$ cat src/rtl/ddr_rd_burst_ctrl_pkg.sv
// Shared types and constants for the DDR read-side burst scheduler.
// The beat size is fixed by the 256-bit FIFO write port.
package ddr_rd_burst_ctrl_pkg;

  typedef enum logic [2:0] {
    StIdle,
    StWaitSpace,
    StAddr,
    StData,
    StSettle,
    StDone
  } state_e;

  localparam int unsigned BYTES_PER_BEAT = 32;

  // Cycles spent after a burst so the FIFO water level catches up with the writes.
  localparam int unsigned SETTLE_CYCLES = 2;

  function automatic int unsigned min_len(input int unsigned a, input int unsigned b);
    return (a < b) ? a : b;
  endfunction

endpackage

$ cat src/rtl/ddr_rd_burst_ctrl.sv
// Walks one DDR frame buffer with single-outstanding AXI4 read bursts and writes
// the returned beats straight into the read FIFO, only when a whole burst fits.
module ddr_rd_burst_ctrl
  import ddr_rd_burst_ctrl_pkg::*;
#(
  parameter int unsigned           ADDR_WIDTH  = 28,
  parameter int unsigned           DATA_WIDTH  = 256,
  parameter int unsigned           BURST_LEN   = 16,
  parameter logic [ADDR_WIDTH-1:0] FRAME_BASE  = '0,
  parameter int unsigned           FRAME_BEATS = 259200,
  parameter int unsigned           FIFO_DEPTH  = 1024,
  parameter bit                    CONTINUOUS  = 1'b1
) (
  input  logic                  wr_clk,
  input  logic                  wr_rst,
  input  logic                  start,
  input  logic [10:0]           fifo_water_level,
  input  logic                  fifo_full,
  output logic                  fifo_wr_en,
  output logic [DATA_WIDTH-1:0] fifo_wr_data,
  output logic [ADDR_WIDTH-1:0] axi_araddr,
  output logic [7:0]            axi_arlen,
  output logic                  axi_arvalid,
  input  logic                  axi_arready,
  input  logic [DATA_WIDTH-1:0] axi_rdata,
  input  logic                  axi_rvalid,
  input  logic                  axi_rlast,
  output logic                  axi_rready,
  output logic                  busy,
  output logic                  frame_done,
  output logic                  proto_err
);

  localparam logic [19:0] FrameBeats = 20'(FRAME_BEATS);
  localparam logic [10:0] SpaceLevel = 11'(FIFO_DEPTH - BURST_LEN);
  localparam int unsigned BeatShift  = $clog2(BYTES_PER_BEAT);

  state_e                  state_q;
  logic [19:0]             beat_idx_q;
  logic [19:0]             remaining_q;
  logic [8:0]              beat_cnt_q;
  logic [1:0]              settle_q;
  logic                    restart_q;
  logic                    arvalid_q;
  logic [ADDR_WIDTH-1:0]   araddr_q;
  logic [7:0]              arlen_q;
  logic                    proto_err_q;

  logic [31:0]             byte_off;
  logic [ADDR_WIDTH-1:0]   araddr_next;
  logic [7:0]              arlen_next;
  logic                    rready;
  logic                    beat_acc;
  logic                    last_beat;

  assign byte_off    = {12'd0, beat_idx_q} << BeatShift;
  assign araddr_next = FRAME_BASE + byte_off[ADDR_WIDTH-1:0];
  assign arlen_next  = 8'(min_len(BURST_LEN, 32'(remaining_q)) - 32'd1);

  assign rready    = (state_q == StData) && !fifo_full;
  assign beat_acc  = rready && axi_rvalid;
  assign last_beat = (beat_cnt_q == 9'd1);

  always_ff @(posedge wr_clk or posedge wr_rst) begin
    if (wr_rst) begin
      state_q     <= StIdle;
      beat_idx_q  <= '0;
      remaining_q <= '0;
      beat_cnt_q  <= '0;
      settle_q    <= '0;
      restart_q   <= 1'b0;
      arvalid_q   <= 1'b0;
      araddr_q    <= '0;
      arlen_q     <= '0;
      proto_err_q <= 1'b0;
    end else begin
      if (axi_rvalid && (state_q != StData)) proto_err_q <= 1'b1;
      // A restart request is parked until the current burst has fully drained.
      if (start && (state_q != StIdle)) restart_q <= 1'b1;

      unique case (state_q)
        StIdle: begin
          if (start) begin
            beat_idx_q  <= '0;
            remaining_q <= FrameBeats;
            state_q     <= StWaitSpace;
          end
        end
        StWaitSpace: begin
          if (fifo_water_level <= SpaceLevel) begin
            arvalid_q <= 1'b1;
            araddr_q  <= araddr_next;
            arlen_q   <= arlen_next;
            state_q   <= StAddr;
          end
        end
        StAddr: begin
          if (axi_arready) begin
            arvalid_q  <= 1'b0;
            beat_cnt_q <= {1'b0, arlen_q} + 9'd1;
            state_q    <= StData;
          end
        end
        StData: begin
          if (beat_acc) begin
            beat_cnt_q  <= beat_cnt_q - 9'd1;
            remaining_q <= remaining_q - 20'd1;
            beat_idx_q  <= beat_idx_q + 20'd1;
            if (last_beat != axi_rlast) proto_err_q <= 1'b1;
            if (last_beat) begin
              settle_q <= 2'(SETTLE_CYCLES - 1);
              state_q  <= StSettle;
            end
          end
        end
        StSettle: begin
          if (settle_q != 2'd0) begin
            settle_q <= settle_q - 2'd1;
          end else if (restart_q || start) begin
            beat_idx_q  <= '0;
            remaining_q <= FrameBeats;
            restart_q   <= 1'b0;
            state_q     <= StWaitSpace;
          end else if (remaining_q == 20'd0) begin
            state_q <= StDone;
          end else begin
            state_q <= StWaitSpace;
          end
        end
        StDone: begin
          if (CONTINUOUS || restart_q || start) begin
            beat_idx_q  <= '0;
            remaining_q <= FrameBeats;
            restart_q   <= 1'b0;
            state_q     <= StWaitSpace;
          end else begin
            state_q <= StIdle;
          end
        end
        default: state_q <= StIdle;
      endcase
    end
  end

  assign axi_arvalid  = arvalid_q;
  assign axi_araddr   = araddr_q;
  assign axi_arlen    = arlen_q;
  assign axi_rready   = rready;
  assign fifo_wr_en   = beat_acc;
  assign fifo_wr_data = axi_rdata;
  assign busy         = (state_q != StIdle);
  assign frame_done   = (state_q == StDone);
  assign proto_err    = proto_err_q;

endmodule

$ cat config.mk
export PLATFORM = sky130hd
export DESIGN_NAME = ddr_rd_burst_ctrl
export DESIGN_NICKNAME = d
export VERILOG_FILES = /design/src/rtl/ddr_rd_burst_ctrl_pkg.sv /design/src/rtl/ddr_rd_burst_ctrl.sv
export SDC_FILE = /design/constraint.sdc
export NUM_CORES = 1
export LEC_CHECK = 0
export ABC_AREA = 1
export CORE_AREA = 2 2 220 222
export DETAILED_ROUTE_END_ITERATION = 16
export DIE_AREA = 0 0 222 224
export PLACE_DENSITY = 0.48
export REMOVE_ABC_BUFFERS = 1
export SLEW_MARGIN = 10
export SYNTH_ARGS = -nofsm -noshare
export SYNTH_HDL_FRONTEND = slang
export SYNTH_SLANG_ARGS = --single-unit
$ cat constraint.sdc
create_clock -name wr_clk -period 7.6 [get_ports wr_clk]
set_input_delay 0.76 -clock wr_clk [delete_from_list [all_inputs] [get_ports wr_clk]]
set_output_delay 0.76 -clock wr_clk [all_outputs]
set_load 0.01 [all_outputs]
### Word-level counts from Yosys, hierarchy flattened

Cells that the tools add are included.

| operators by class | value |
|---|---|
| muxes and demuxes | 38 |
| equality and inequality tests | 16 |
| $lt $le $gt $ge | 2 |
| add/subtract/negate cells | 6 |
| reductions and logical operators | 20 |

Operator list:

| cell | count |
|---|---|
| 20-bit two-way mux | 8 |
| 20-bit one-hot mux with 4 select lines | 2 |
| 3-bit two-way mux | 8 |
| 20-bit by 1-bit adder with 20-bit output, second input constant | 1 |
| 20-bit zero test | 1 |
| 5-bit by 20-bit < comparator with 1-bit output, first input constant | 1 |
| 20-bit by 1-bit subtractor with 20-bit output, second input constant | 1 |
| 9-bit two-way mux | 2 |
| 3-bit one-hot mux with 6 select lines | 1 |
| 9-bit one-hot mux with 2 select lines | 1 |
| 2-bit != test, second input constant | 8 |
| 11-bit by 10-bit <= comparator with 1-bit output, second input constant | 1 |
| 8-bit by 1-bit adder with 9-bit output, second input constant | 1 |
| 9-bit by 1-bit == test with 1-bit output, second input constant | 1 |
| 1-bit two-way mux | 9 |
| 9-bit by 1-bit subtractor with 9-bit output, second input constant | 1 |
| 8-bit two-way mux | 1 |
| 2-bit nonzero test | 4 |
| 8-bit by 1-bit subtractor with 8-bit output, second input constant | 1 |
| 3-bit by 2-bit == test with 1-bit output, second input constant | 2 |
| 3-bit == test, second input constant | 2 |
| 2-bit two-way mux | 3 |
| 3-bit AND reduction | 2 |
| 6-bit AND reduction | 1 |
| 15 further kinds | 19 |

| word-level totals | value |
|---|---|
| input port bits | 274 |
| output and inout port bits | 298 |
| logic and storage cells | 92 |
| register bits | 85 |

### Longest topological paths before layout

Gate-level depths: netlist (run 1).

| depth | value |
|---|---|
| depth after elaboration | 6 |
| depth in mapped cells | 13 |

### Worst setup path after synthesis (run 1)

Ideal clock, no wire load.

| timing path | value |
|---|---|
| path kind | input-to-output |
| from | input port fifo_full |
| to | output port fifo_wr_en |
| buffers on the path | 0 |
| path slack | 5.660 ns |
| data arrival time | 1.180 ns |
| cell stages on the path | 3 |
| data required time | 6.840 ns |
| cells stage by stage | nor2_2 -> nand2_1 -> inv_1 |

| on the way | value |
|---|---|
| cells in the longest elaborated chain, start to end | 3 |

Ends and longest elaborated chain:

| item | RTL line | text |
|---|---|---|
| from (decl) | ddr_rd_burst_ctrl.sv:18 | `input logic fifo_full,` |
| 1-bit zero test | ddr_rd_burst_ctrl.sv:60 | `assign rready = (state_q == StData) && !fifo_full;` |
| 1-bit logical AND | ddr_rd_burst_ctrl.sv:60 |  |
| 1-bit logical AND | ddr_rd_burst_ctrl.sv:61 | `assign beat_acc = rready && axi_rvalid;` |
| to (decl) | ddr_rd_burst_ctrl.sv:19 | `output logic fifo_wr_en,` |

No other way between the ends.

### Worst setup path in the final report (run 1)

| timing path | value |
|---|---|
| from | register state_q[0] |
| to | output port fifo_wr_en |

| on the way | value |
|---|---|
| cells in the longest elaborated chain, start to end | 3 |

Ends and longest elaborated chain:

| item | RTL line | text |
|---|---|---|
| from (decl) | ddr_rd_burst_ctrl.sv:38 | `state_e state_q;` |
| from (signal assigned) | ddr_rd_burst_ctrl.sv:66 | `state_q <= StIdle;` |
| from (signal assigned) | ddr_rd_burst_ctrl.sv:86 | `state_q <= StWaitSpace;` |
| from (signal assigned) | ddr_rd_burst_ctrl.sv:94 | `state_q <= StAddr;` |
| 3-bit by 2-bit == test with 1-bit output | ddr_rd_burst_ctrl.sv:60 |  |
| 1-bit logical AND | ddr_rd_burst_ctrl.sv:60 |  |
| 1-bit logical AND | ddr_rd_burst_ctrl.sv:61 |  |

No other way between the ends.

==> impl_metrics.json, run 1 <==
{
  "cts_buffers": 9,
  "drive_gt1_frac": 0.0442,
  "grt_pass1_vias": 5724,
  "finalHoldViolations": 0,
  "ir_drop_mv": 0.112,
  "rows": 80,
  "path_clk_slew_ns": 0.07,
  "cp-end-kind": "output pin",
  "wl_per_cell_um": 67.2,
  "maxSlewViolCount": 0,
  "dieHeight_um": 224,
  "drt_iter0_markers": 613,
  "port_buffers": 51,
  "min_to": "axi_arvalid",
  "r2r_cells": 8,
  "die_area_mm2": 0.0497,
  "synth.distinct_cells": 35,
  "r2r_end": "beat_idx_q[17]",
  "r2r_start": "state_q[0]",
  "clock_latency_ns": 0.37,
  "clk_path_buf_depth": 2,
  "cts_tree": "yes",
  "final.setup.worst_slack_ns": 4.04,
  "synth_top_area_cell": "dfrtp_1",
  "reg2reg_slack_ns": 4.51,
  "ys.flop_type": "dfrtp_1",
  "finalWirelength_um": 93000,
  "synthCells": 977,
  "worstPathArrival_ns": 2.80,
  "vias_per_cell": 4.47,
  "ctsResizeCount": 0,
  "start_kind": "register",
  "num_antenna_cells": 0,
  "syn2layout_area_growth_pct": -6.81,
  "final_common_cell": "nand2_1",
  "core_mm2": 0.0473,
  "skew_ns": 0.0129,
  "final-setup-viol-count": 0,
  "mostFrequentLayoutCells": "nand2_1 (211), nor2_1 (91), dfrtp_1 (85), inv_1 (82), o21ai_0 (60)",
  "worst_ep_required_time_ns": 6.84,
  "post_cts_buffers": 0,
  "pin_count": 572,
  "post-route-drc-count": 0,
  "avgSynthCellArea_um2": 7.13,
  "sw_frac_of_total": 0.498,
  "root_buffer": "clkbuf_16",
  "yosysWarningCount": 0,
  "min_period_ns": 3.56,
  "maxSlewHeadroom": 0.242,
  "min_from": "axi_arvalid",
  "syn_area_mm2": 0.00696,
  "initial_utilization": 0.147,
  "tightest_slew_ns": 1.14,
  "gr-usage-all-layers": 0.369,
  "fin_util": 0.137,
  "worst-setup-path-type": "register to output pin",
  "hold_class": "register to register",
  "fmax_mhz": 281,
  "power_frac_comb": 0.471,
  "vias": 6192,
  "power_frac_seq": 0.314,
  "grt_max_degree": 75,
  "cts-htree-levels": 3,
  "yosysSeqAreaShare": 0.306,
  "drv_cap": 0,
  "ys_ff_latch": 85,
  "async_flop_share": 1.00,
  "cts_sinks": 85,
  "drtAntennaViolNets": 0,
  "cell_internal_pwr_mw": 1.08,
  "hpwl_um": 86800,
  "nets": 1047,
  "setup_tns_ns": 0,
  "pre_cts_ws_ns": 4.41,
  "crit_fanout": 22,
  "antenna_found_initial": 0,
  "period_share": 0.468,
  "firstDrtPassIters": 7,
  "netlist.area_leader.share": 0.306,
  "overflow": 0,
  "grt_pass1_wl_um": 107000,
  "status": "finished, final reports clean",
  "p_per_area_mw_per_mm2": 331,
  "gp_congestion": 1.32,
  "synth.top_cells.by_area": "dfrtp_1 (31%), buf_4 (29%), nand2_1 (11%), nor2_1 (4.9%), inv_1 (4.5%)",
  "power_leakage_nw": 2.80,
  "rsz0062_at_grt": "false",
  "p_clk_frac": 0.215,
  "cts_hold_buf": 0,
  "worstHoldPathCells": 2,
  "switching_power_mw": 1.07,
  "die_x_um": 222,
  "synth-edff-count": 0
}
## stage by stage
stage	area [µm²]	instances	power [mW]	hold WS, ns
global route	6490	1385	2.31	0.533
finish	6490	1385	2.15	0.491
global placement	6200	1369	1.69	0.459
CTS	6490	1385	2.15	0.491
detailed placement	6200	1369	1.69	0.474
floorplan	4900	701	1.30	0.466
## cell usage after synthesis (2+ instances only)
master,count
o22ai_1,3
ha_1,8
nor3_1,3
o21ai_0,60
nand2_4,2
dfrtp_1,85
inv_2,5
nand3_1,55
nor2_2,2
o21ai_1,14
clkbuf_1,5
nand2_1,211
nor2_1,91
inv_1,83
a21oi_1,18
buf_4,268
buf_2,7
xor2_1,8
nand2_2,2
nand4_1,30
nand3_2,2
a31oi_1,2
## cells by family after synthesis
group           Yosys count  share of synthesized area
fa+ha+maj                 8                     0.0144
buf+inv                 373                      0.348
other cells               1                   0.000539
simple gates            401                      0.246
flops                    85                      0.306
xor+xnor                  8                     0.0101
compound gates          101                     0.0749
## power by group through the flow
stage / Clock (mW) / Sequential [mW] / Combinational (mW)
6_report: 0.461 / 0.675 / 1.01
5_1_grt: 0.484 / 0.688 / 1.14
4_1_cts: 0.471 / 0.669 / 1.01
3_5_place_dp: 0 / 0.677 / 1.01
3_3_place_gp: 0 / 0.677 / 1.02
2_1_floorplan: 0 / 0.650 / 0.649
## worst max path at each step
stage / from / to / slack (ns)
after floorplan: wr_rst / axi_araddr[10] / 4.65
after global placement: fifo_full / fifo_wr_en / 4.42
after detailed placement: fifo_full / fifo_wr_en / 4.41
after CTS: state_q[0] / fifo_wr_en / 4.04
after global routing: state_q[0] / fifo_wr_en / 3.85
final: state_q[0] / fifo_wr_en / 4.04
## flip-flops by register name (all words and copies together) (netlist names)
signal and cells:
axi_arlen 8, settle_q 2, beat_idx_q 20, axi_araddr 20, axi_arvalid 1, beat_cnt_q 9
restart_q 1, proto_err 1, state_q 3, remaining_q 20
## final cells by class
type	instances	area, µm²
Clock inverter	5	41.3
Clock buffer	11	243
Tap cell	615	769
Timing Repair Buffer	53	526
Multi-Input combinational cell	526	2440
Fill cell	5476	40900
Sequential cell	85	2130
Inverter	90	342
## critical path, stage by stage, from the launching register on
cell and delay (ns):
dfrtp_1 0.49, nand3_2 0.58, nor2_2 0.30, nand2_1 0.22, inv_1 0.25, clkdlybuf4s50_1 0.59
## per-layer routing
metal | track usage | part of all wire | vias to the layer above
met5 | 0.314 | 0.021 | -
met4 | 0.395 | 0.13 | 36
met3 | 0.483 | 0.27 | 204
met2 | 0.583 | 0.45 | 854
met1 | 0.124 | 0.13 | 2699
li1 | - | - | 2399
Note: power is estimated with default switching activity, not from simulation.
==> run 2, diff against run 1 <==
- clock period: 7.6 -> 3.3 ns (I/O delays scaled with it)
==> run 2 against run 1 <==
  * Combinational power grew 140%
  * Register-to-register slack got worse by 3.5 ns
  * Largest power group unchanged
  * Hold slack worse by 0.32 ns
  * Wire length increased by 1.4%
  * Setup slack lost 3.6 ns
  * Critical endpoint unchanged
  * Die area did not move
==> impl_metrics.json, run 2 (synthesized netlist as in run 1, its figures left out) <==
{
  "root_buffer": "clkbuf_16",
  "syn2layout_area_growth_pct": -5.95,
  "port_buffers": 51,
  "rows": 80,
  "pre_cts_ws_ns": 0.868,
  "cts_buffers": 9,
  "path_clk_slew_ns": 0.08,
  "r2r_end": "axi_arlen[4]",
  "final.setup.worst_slack_ns": 0.486,
  "die_area_mm2": 0.0497,
  "start_kind": "register",
  "power_leakage_nw": 2.83,
  "overflow": 0,
  "cts_tree": "yes",
  "power_frac_seq": 0.309,
  "reg2reg_slack_ns": 1.00,
  "drive_gt1_frac": 0.0516,
  "crit_fanout": 10,
  "fmax_mhz": 355,
  "cp-end-kind": "output pin",
  "die_x_um": 222,
  "sw_frac_of_total": 0.501,
  "drt_iter0_markers": 716,
  "post_cts_buffers": 0,
  "fin_cells": 1390,
  "p_clk_frac": 0.207,
  "wl_per_cell_um": 67.9,
  "core_mm2": 0.0473,
  "pin_count": 572,
  "final-setup-viol-count": 0,
  "nets": 1053,
  "firstDrtPassIters": 7,
  "num_antenna_cells": 0,
  "setup_tns_ns": 0,
  "mostFrequentLayoutCells": "nand2_1 (211), nor2_1 (91), dfrtp_1 (85), inv_1 (82), o21ai_0 (60)",
  "p_per_area_mw_per_mm2": 776,
  "rsz0062_at_grt": "false",
  "hpwl_um": 88500,
  "period_share": 0.853,
  "dp_cells": 1375,
  "worstPathArrival_ns": 2.48,
  "cts_sinks": 85,
  "ctsResizeCount": 0,
  "maxSlewViolCount": 0,
  "power_frac_comb": 0.483,
  "cts_hold_buf": 0,
  "switching_power_mw": 2.55,
  "skew_ns": 0.0152,
  "grt_max_degree": 58,
  "clock_latency_ns": 0.38,
  "worst_ep_required_time_ns": 2.97,
  "cts-htree-levels": 3,
  "dieHeight_um": 224,
  "tightest_slew_ns": 0.584,
  "place_area_mm2": 0.00627,
  "vias_per_cell": 4.41,
  "finalHoldViolations": 0,
  "ir_drop_mv": 0.339,
  "post-route-drc-count": 0,
  "drv_cap": 0,
  "status": "finished, final reports clean",
  "whs_ns": 0.173,
  "grt_pass1_vias": 5670,
  "finalPower_mw": 5.08,
  "initial_utilization": 0.147,
  "gp_congestion": 1.39,
  "vias": 6123,
  "drtAntennaViolNets": 0,
  "worst-setup-path-type": "register to output pin",
  "grt_pass1_wl_um": 108000,
  "cell_internal_pwr_mw": 2.53,
  "min_period_ns": 2.81,
  "r2r_start": "remaining_q[0]",
  "final_common_cell": "nand2_1",
  "antenna_found_initial": 0,
  "maxSlewHeadroom": 0.610,
  "clk_path_buf_depth": 2,
  "fin_util": 0.138,
  "finalWirelength_um": 94300,
  "r2r_cells": 12,
  "hold_class": "input pin to asynchronous set/reset pin",
  "stdcell_area_mm2": 0.00655,
  "gr-usage-all-layers": 0.374
}
[run 2: worst max-delay path: stages (launching register included)]
cell and delay (ns):
dfrtp_1 0.54, nand3_2 0.33, nor2_2 0.20, nand2_1 0.19, inv_1 0.26, clkdlybuf4s50_1 0.59
[run 2: layout make-up]
cell class	instances	area [µm²]
Sequential cell	85	2130
Clock inverter	6	48.8
Multi-Input combinational cell	526	2440
Tap cell	615	769
Fill cell	5491	40800
Inverter	90	342
Timing Repair Buffer	59	596
Clock buffer	9	225
[run 2: worst max-delay path by stage]
stage	from	to	slack, ns	cells past startpoint
floorplan	wr_rst	axi_araddr[10]	0.78	1
detailed placement	state_q[0]	fifo_wr_en	0.87	5
global placement	state_q[0]	fifo_wr_en	0.85	5
CTS	state_q[0]	fifo_wr_en	0.42	5
finish	state_q[0]	fifo_wr_en	0.49	5
global route	state_q[0]	fifo_wr_en	0.34	5
[run 2: metal layers]
metal / track usage / share of wire / up-vias
met1: 0.133 / 0.13 / 2669
li1: - / - / 2400
met5: 0.233 / 0.015 / -
met3: 0.485 / 0.27 / 180
met4: 0.351 / 0.12 / 32
met2: 0.617 / 0.47 / 842
[run 2: power groups by stage]
stage / registers, mW / logic [mW] / clock network [mW]
5_1_grt: 1.61 / 2.76 / 1.11
6_report: 1.57 / 2.45 / 1.05
4_1_cts: 1.57 / 2.48 / 1.07
3_3_place_gp: 1.59 / 2.50 / 0
2_1_floorplan: 1.50 / 1.49 / 0
3_5_place_dp: 1.58 / 2.47 / 0
